### src/rtl/md5_digest_serializer.sv
// Captures an MD5 digest and streams it out as ASCII hex characters over valid/ready.
// Optional macro MD5_SER_CRLF_EN appends CR (0x0D) and LF (0x0A) after the hex text.
module md5_digest_serializer #(
    parameter bit UPPER_HEX = 1'b0,
    parameter int NIBBLES   = 32
) (
    input  logic         clk,
    input  logic         rst_n,
    input  logic [127:0] digest,
    input  logic         valid,
    output logic [7:0]   out_data,
    output logic         out_valid,
    input  logic         out_ready,
    output logic         busy,
    output logic         overrun
);

`ifdef MD5_SER_CRLF_EN
    typedef enum logic [1:0] {IDLE, SEND, TERM} state_t;
`else
    typedef enum logic [1:0] {IDLE, SEND} state_t;
`endif

    localparam logic [5:0] LAST_IDX = 6'(NIBBLES - 1);

    state_t       state;
    // Holds the nibbles still to be sent; the one on screen already lives in out_data.
    logic [123:0] shreg;
    logic [5:0]   index;

    function automatic logic [7:0] hex_char(input logic [3:0] n);
        if (n < 4'd10)
            return 8'h30 + {4'h0, n};
        else
            return (UPPER_HEX ? 8'h41 : 8'h61) + {4'h0, n} - 8'd10;
    endfunction

    // NOTE: every register here is written with <= so all of them update from the
    // same pre-edge values; mixing in = would make results depend on statement order.
    always_ff @(posedge clk or negedge rst_n) begin
        if (!rst_n) begin
            state     <= IDLE;
            shreg     <= '0;
            index     <= '0;
            out_data  <= 8'h00;
            out_valid <= 1'b0;
            busy      <= 1'b0;
            overrun   <= 1'b0;
        end else begin
            // A digest arriving while a transfer is in progress is dropped and flagged.
            overrun <= valid && (state != IDLE);

            case (state)
                IDLE: begin
                    if (valid) begin
                        shreg     <= digest[123:0];
                        index     <= '0;
                        out_data  <= hex_char(digest[127:124]);
                        out_valid <= 1'b1;
                        busy      <= 1'b1;
                        state     <= SEND;
                    end
                end

                SEND: begin
                    if (out_ready) begin
                        shreg <= {shreg[119:0], 4'h0};
                        if (index == LAST_IDX) begin
`ifdef MD5_SER_CRLF_EN
                            out_data <= 8'h0D;
                            state    <= TERM;
`else
                            out_valid <= 1'b0;
                            busy      <= 1'b0;
                            state     <= IDLE;
`endif
                        end else begin
                            index    <= index + 6'd1;
                            out_data <= hex_char(shreg[123:120]);
                        end
                    end
                end

`ifdef MD5_SER_CRLF_EN
                TERM: begin
                    if (out_ready) begin
                        if (out_data == 8'h0D) begin
                            out_data <= 8'h0A;
                        end else begin
                            out_valid <= 1'b0;
                            busy      <= 1'b0;
                            state     <= IDLE;
                        end
                    end
                end
`endif

                default: state <= IDLE;
            endcase
        end
    end

endmodule

### config.mk
export PLATFORM = sky130hd
export DESIGN_NAME = md5_digest_serializer
export DESIGN_NICKNAME = d
export VERILOG_FILES = /design/src/rtl/md5_digest_serializer.sv
export SDC_FILE = /design/constraint.sdc
export NUM_CORES = 1
export LEC_CHECK = 0
export ABC_AREA = 1
export BUFFER_PORTS_ARGS = -buffer_cell sky130_fd_sc_hd__clkbuf_2
export CORE_UTILIZATION = 37
export DETAILED_ROUTE_END_ITERATION = 12
export HOLD_SLACK_MARGIN = 0.02
export PLACE_DENSITY = 0.57
export SETUP_SLACK_MARGIN = 0.02
export SLEW_MARGIN = 10
export SYNTH_ARGS = -nofsm -noshare
export SYNTH_HDL_FRONTEND = slang
export SYNTH_SLANG_ARGS = --single-unit
### constraint.sdc
create_clock -name clk -period 1.8 [get_ports clk]
set_input_delay 0.18 -clock clk [delete_from_list [all_inputs] [get_ports clk]]
set_output_delay 0.18 -clock clk [all_outputs]
set_load 0.02 [all_outputs]
# ---- Yosys cells after proc, flatten, opt, wreduce, memory -nomap -nowiden
# Index checks and enable logic that the tools add are counted.
dict set report totals {
  reg_bits 142
  out_inout_bits 11
  word_cells 50
}
dict set report classes {
  n_eq_ne 6
  n_reduce_logical 8
  order_cmp 2
  n_addsub 7
  muxes 21
}
# cell count
set op_table {}
lappend op_table {{two-way mux 124 bit} 2}
lappend op_table {{case mux 124 bit (2 select lines)} 1}
lappend op_table {{two-way mux 8 bit} 5}
lappend op_table {{two-way mux 6 bit} 3}
lappend op_table {{adder 7 x 4 -> 8 bit (first input constant)} 2}
lappend op_table {{case mux 8 bit (2 select lines)} 1}
lappend op_table {{subtractor 8 x 4 -> 8 bit (second input constant)} 2}
lappend op_table {{adder 6 x 4 -> 7 bit (first input constant)} 2}
lappend op_table {{case mux 6 bit (2 select lines)} 1}
lappend op_table {{less-than comparator 4 bit (second input constant)} 2}
lappend op_table {{!= test 2 bit (second input constant)} 4}
lappend op_table {{AND reduction 4 bit} 2}
lappend op_table {{adder 6 x 1 -> 6 bit (second input constant)} 1}
lappend op_table {{== test 6 x 5 -> 1 bit (second input constant)} 1}
lappend op_table {{two-way mux 2 bit} 3}
lappend op_table {{AND reduction 3 bit} 2}
lappend op_table {{case mux 2 bit (2 select lines)} 1}
lappend op_table {{nonzero test 2 bit} 2}
lappend op_table {{two-way mux 1 bit} 3}
lappend op_table {{== test 2 x 1 -> 1 bit (second input constant)} 1}
lappend op_table {{zero test 2 bit} 1}
lappend op_table {{case mux 1 bit (2 select lines)} 1}
lappend op_table {{logical AND 1 bit} 1}

# ---- Depth between registers and ports, before layout
dict set report depth {
  word_depth 6
  mapped_depth 9
  mapped_depth_nobuf 8
}

# ---- Worst setup path before layout
# No wires, ideal clock.
dict set report synth_path {
  path_type {register to register}
  from {register, netlist name busy}
  to {register shreg[57]}
  stages_incl_launch_ff 9
  n_path_buf 3
  setup_slack_ps 345
  arrival_time_ps 1374
  setup_ps 81
  synth_period_minus_slack_ps 1455
  cell_sequence {dfrtp_1 > buf_4 > nand2_1 > nand2_4 > inv_4 > buf_6 > buf_6 > nor2_2 > a31oi_2}
}
# item line_no
set synth_rtl {}
lappend synth_rtl {{end signal: assignment} 56} ;# shreg <= digest[123:0];
lappend synth_rtl {{end signal: assignment} 67} ;# shreg <= {shreg[119:0], 4'h0};
lappend synth_rtl {{end: declaration} 28} ;# logic [123:0] shreg;

# ---- Worst setup path after layout
dict set report layout_path {
  from {register busy}
  to {output port busy}
}
# item line_no
set layout_rtl {}
lappend layout_rtl {{start: declaration} 14} ;# output logic busy,
lappend layout_rtl {{start signal: assignment} 47} ;# busy <= 1'b0;
lappend layout_rtl {{start signal: assignment} 60} ;# busy <= 1'b1;
lappend layout_rtl {{start signal: assignment} 74} ;# busy <= 1'b0;
# No word-level cell between the ends.

==> metrics.md <==
| Metric | Value |
|---|---|
| Total die area | `18620 sq um` |
| Die Ht | `approximately 140 um` |
| DP HPWL | `10640 um` |
| Min Tclk post-route | `1696 ps` |
| Global route total overflow | `0` |
| # clock sinks | `139` |
| Routed length per instance | `13.41 um` |
| Starting DRT DRC Count | `350` |
| Via total after detailed routing | `roughly 6k` |
| TritonCTS clock tree | `built` |
| Post-synthesis net count | `approximately 940` |
| Mean post-synth cell area | `8.299 sq um` |
| Number of violations of the max-capacitance limit | `0` |
| Final routed DRC violation total | `0` |
| Yosys warns | `0` |
| Number of placed instances with taps included | `~1.1k` |
| Number of antenna violations at the first check in global routing | `0` |
| Proportion of layout cells with a drive suffix above 1 | `a little over a fifth` |
| Clk root buf | `clkbuf_16` |
| Count of input and output buffers | `between 100 and 150` |
| Count of standard-cell rows | `48` |
| Prevailing post-synth register cell | `dfrtp_1` |
| Kind of path behind the tightest hold check | `in -> reg` |
| TNS Setup | `0 ps` |
| Weighted congestion reported at the end of routability-driven placement | `0.8053` |
| Starting density of the core | `38.27%` |
| Clock latency at the later pin of the worst-skew pair | `420 ps` |
| Fraction of the yosys area taken by sequential cells | `52.00%` |
| Count of boundary I/O pins | `approximately 140` |
| Worst Path Required | `between 1500 and 2000 ps` |
| Slew Viols, Final | `0` |
| Number of enable flip-flop cells after synthesis | `0` |
| Final cycle utilization of the critical path | `a little over nine tenths` |
| Maximum vdd ir drop | `0.0008031 V` |
| Type of element capturing the critical path | `primary output` |
| Maximum clock path buffer count | `2` |
| Iteration count of the initial detailed-routing pass | `5` |
| Inserted Clock Buffers | `17` |
| Post-Synthesis Cells | `between 800 and 900` |
| Core area | `17480 sq um` |
| Relative slew margins | `60.66%` |
| Final Setup Violations | `0` |
| RSZ-0062 raised after global routing | `false` |
| Run status | `finished, final reports clean` |
| Fraction of registers with async set/reset | `100.0%` |
| Launching element type of the critical path | `flop` |
| Clk_skew | `7.523 ps` |
| Number of routed nets with antenna violations | `0` |
| Final Net Count | `roughly 1.2k` |
| Fin cells | `1280` |
| Synth-to-layout area growth | `40.07%` |
| Total leakage power | `4.459 nW` |
| Synth unique cells | `28` |
| CP Data Arrival Time | `1520 ps` |
| Final WS setup | `103.8 ps` |
| Wire length reported by the detailed router | `around 17000 um` |
| Width of the chip | `between 100 and 150 um` |
| CTS H-tree depth | `4` |
| Final hold violation count | `0` |
| Power density over the cells | `1261 nW/um^2` |
| R2R depth | `7` |
| Synthesized flop and latch total | `139` |
| Clock-pin slew of the registers on the worst-case setup and hold paths | `~60 ps` |
| Cell Area, Synth | `6689 sq um` |
| Wire length of the first global-routing pass | `between 20000 and 30000 um` |
| Post-placement worst setup slack | `~140 ps` |
| Tot GR Track Use | `19.60%` |
| Maximum fanout along the worst path | `101` |
| Cell count of the worst hold path | `3` |
| Actual transition at the worst max-transition pin | `590.1 ps` |
| Number of antenna cells inserted | `0` |
| Vias in the first global route | `5906` |
| Peak Freq | `589.6 MHz` |
| Critical path type | `reg -> out` |
| Average via count per standard cell | `4.781` |
| Post-CTS setup buffer count | `0` |
| Pin count of the biggest net entering global routing | `102` |
[final timing paths]
check / startpoint / end / slack (ps)
setup / recovery: busy / busy / 100
hold / removal: digest[77] / shreg[77] / 30
setup reg to reg: index[0] / index[2] / 190
hold reg to reg: shreg[3] / shreg[3] / 480
max in group asynchronous: rst_n / shreg[72] / 1010
min in group asynchronous: rst_n / shreg[100] / 200
[synthesized netlist by cell type (2+ instances only)]
cell      count  share of area, %
clkbuf_1     20               1.1
inv_2         3              0.17
nand2_1     274                15
a21oi_1       2              0.15
nand4_1       4              0.37
a31oi_2      10               1.9
o21ai_1       6              0.45
buf_2        16               1.2
a31oi_1      86               8.0
inv_1        38               2.1
o211ai_1     24               2.7
nor2_1       93               5.2
o21ai_0      24               1.8
buf_4        11               1.2
buf_6        12               2.0
dfrtp_1     139                52
nor2_2       10              0.94
ha_1          3              0.56
or2_2         2              0.19
nand3_1      21               1.6
[sequential cells by signal, indices dropped and copies added (netlist names)]
register  count
overrun       1
out_data      7
busy          1
index         6
shreg       124
[through the flow]
step | power [W] | area (sq um) | utilization, % | hold slack (ps)
3_5_place_dp | 0.008068 | 7597 | 43.47 | 76.17
3_3_place_gp | 0.008011 | 7597 | 43.47 | 76.10
5_1_grt | 0.01267 | 9369 | 53.61 | 28.38
6_report | 0.01181 | 9369 | 53.61 | 34.91
4_1_cts | 0.01193 | 9366 | 53.59 | 20.39
2_1_floorplan | 0.007152 | 6689 | - | -115.6
[power breakdown]
part           switching, W  total [W]  internal [W]
Sequential         0.000640    0.00491       0.00427
Clock               0.00139    0.00361       0.00222
Combinational       0.00185    0.00330       0.00145
Total               0.00388     0.0118       0.00794
[layer usage]
| metal | track usage [%] | wire length (um) | vias to the layer above |
|---|---|---|---|
| met1 | 26.36 | 8154 | 2845 |
| met4 | 5.988 | 191 | 0 |
| met2 | 31.56 | 8120 | 132 |
| met5 | 0 | 0 | - |
| met3 | 4.064 | 697 | 13 |
| li1 | - | - | 3130 |
[kinds of logic after synthesis]
group	after synthesis	synth area share, %
simple gates	407	24.04
buf+inv	101	7.969
other cells	1	0.05606
flops	139	52.00
xor+xnor	1	0.1310
fa+ha+maj	3	0.5612
compound gates	154	15.25
[worst max-delay path, cell delays in order, from the launching register on]
cell	delay, ps
dfrtp_4	440
buf_12	370
clkbuf_2	250
[layout make-up]
class / instances / area, sq um
clock buffer: 18 / 439.2
clock inverter: 14 / 168.9
fill: 1572 / 8108
inverter: 42 / 166.4
multi-input combinational: 566 / 2678
sequential: 139 / 3482
tap: 225 / 281.5
timing repair buffer: 276 / 2153
[what timing repair did]
action,CTS,global route
gates resized for setup,0,1
hold buffers,116,0
endpoints found under the hold margin,254,0
endpoints found under the setup margin,0,4
[layout by cell type, fill, tap and decap left out, drive strengths merged]
cell / count
a21oi: 3
a31oi: 96
buf: 20
bufinv: 3
clkbuf: 158
clkinv: 4
clkinvlp: 5
conb: 1
dfrtp: 139
dlygate4sd3: 116
ha: 3
inv: 44
nand2: 276
nand3: 21
nand3b: 1
nand4: 4
nor2: 103
o211ai: 24
o21ai: 30
o21bai: 1
or2: 2
xor2: 1
Note: power is estimated with default switching activity, not from simulation.
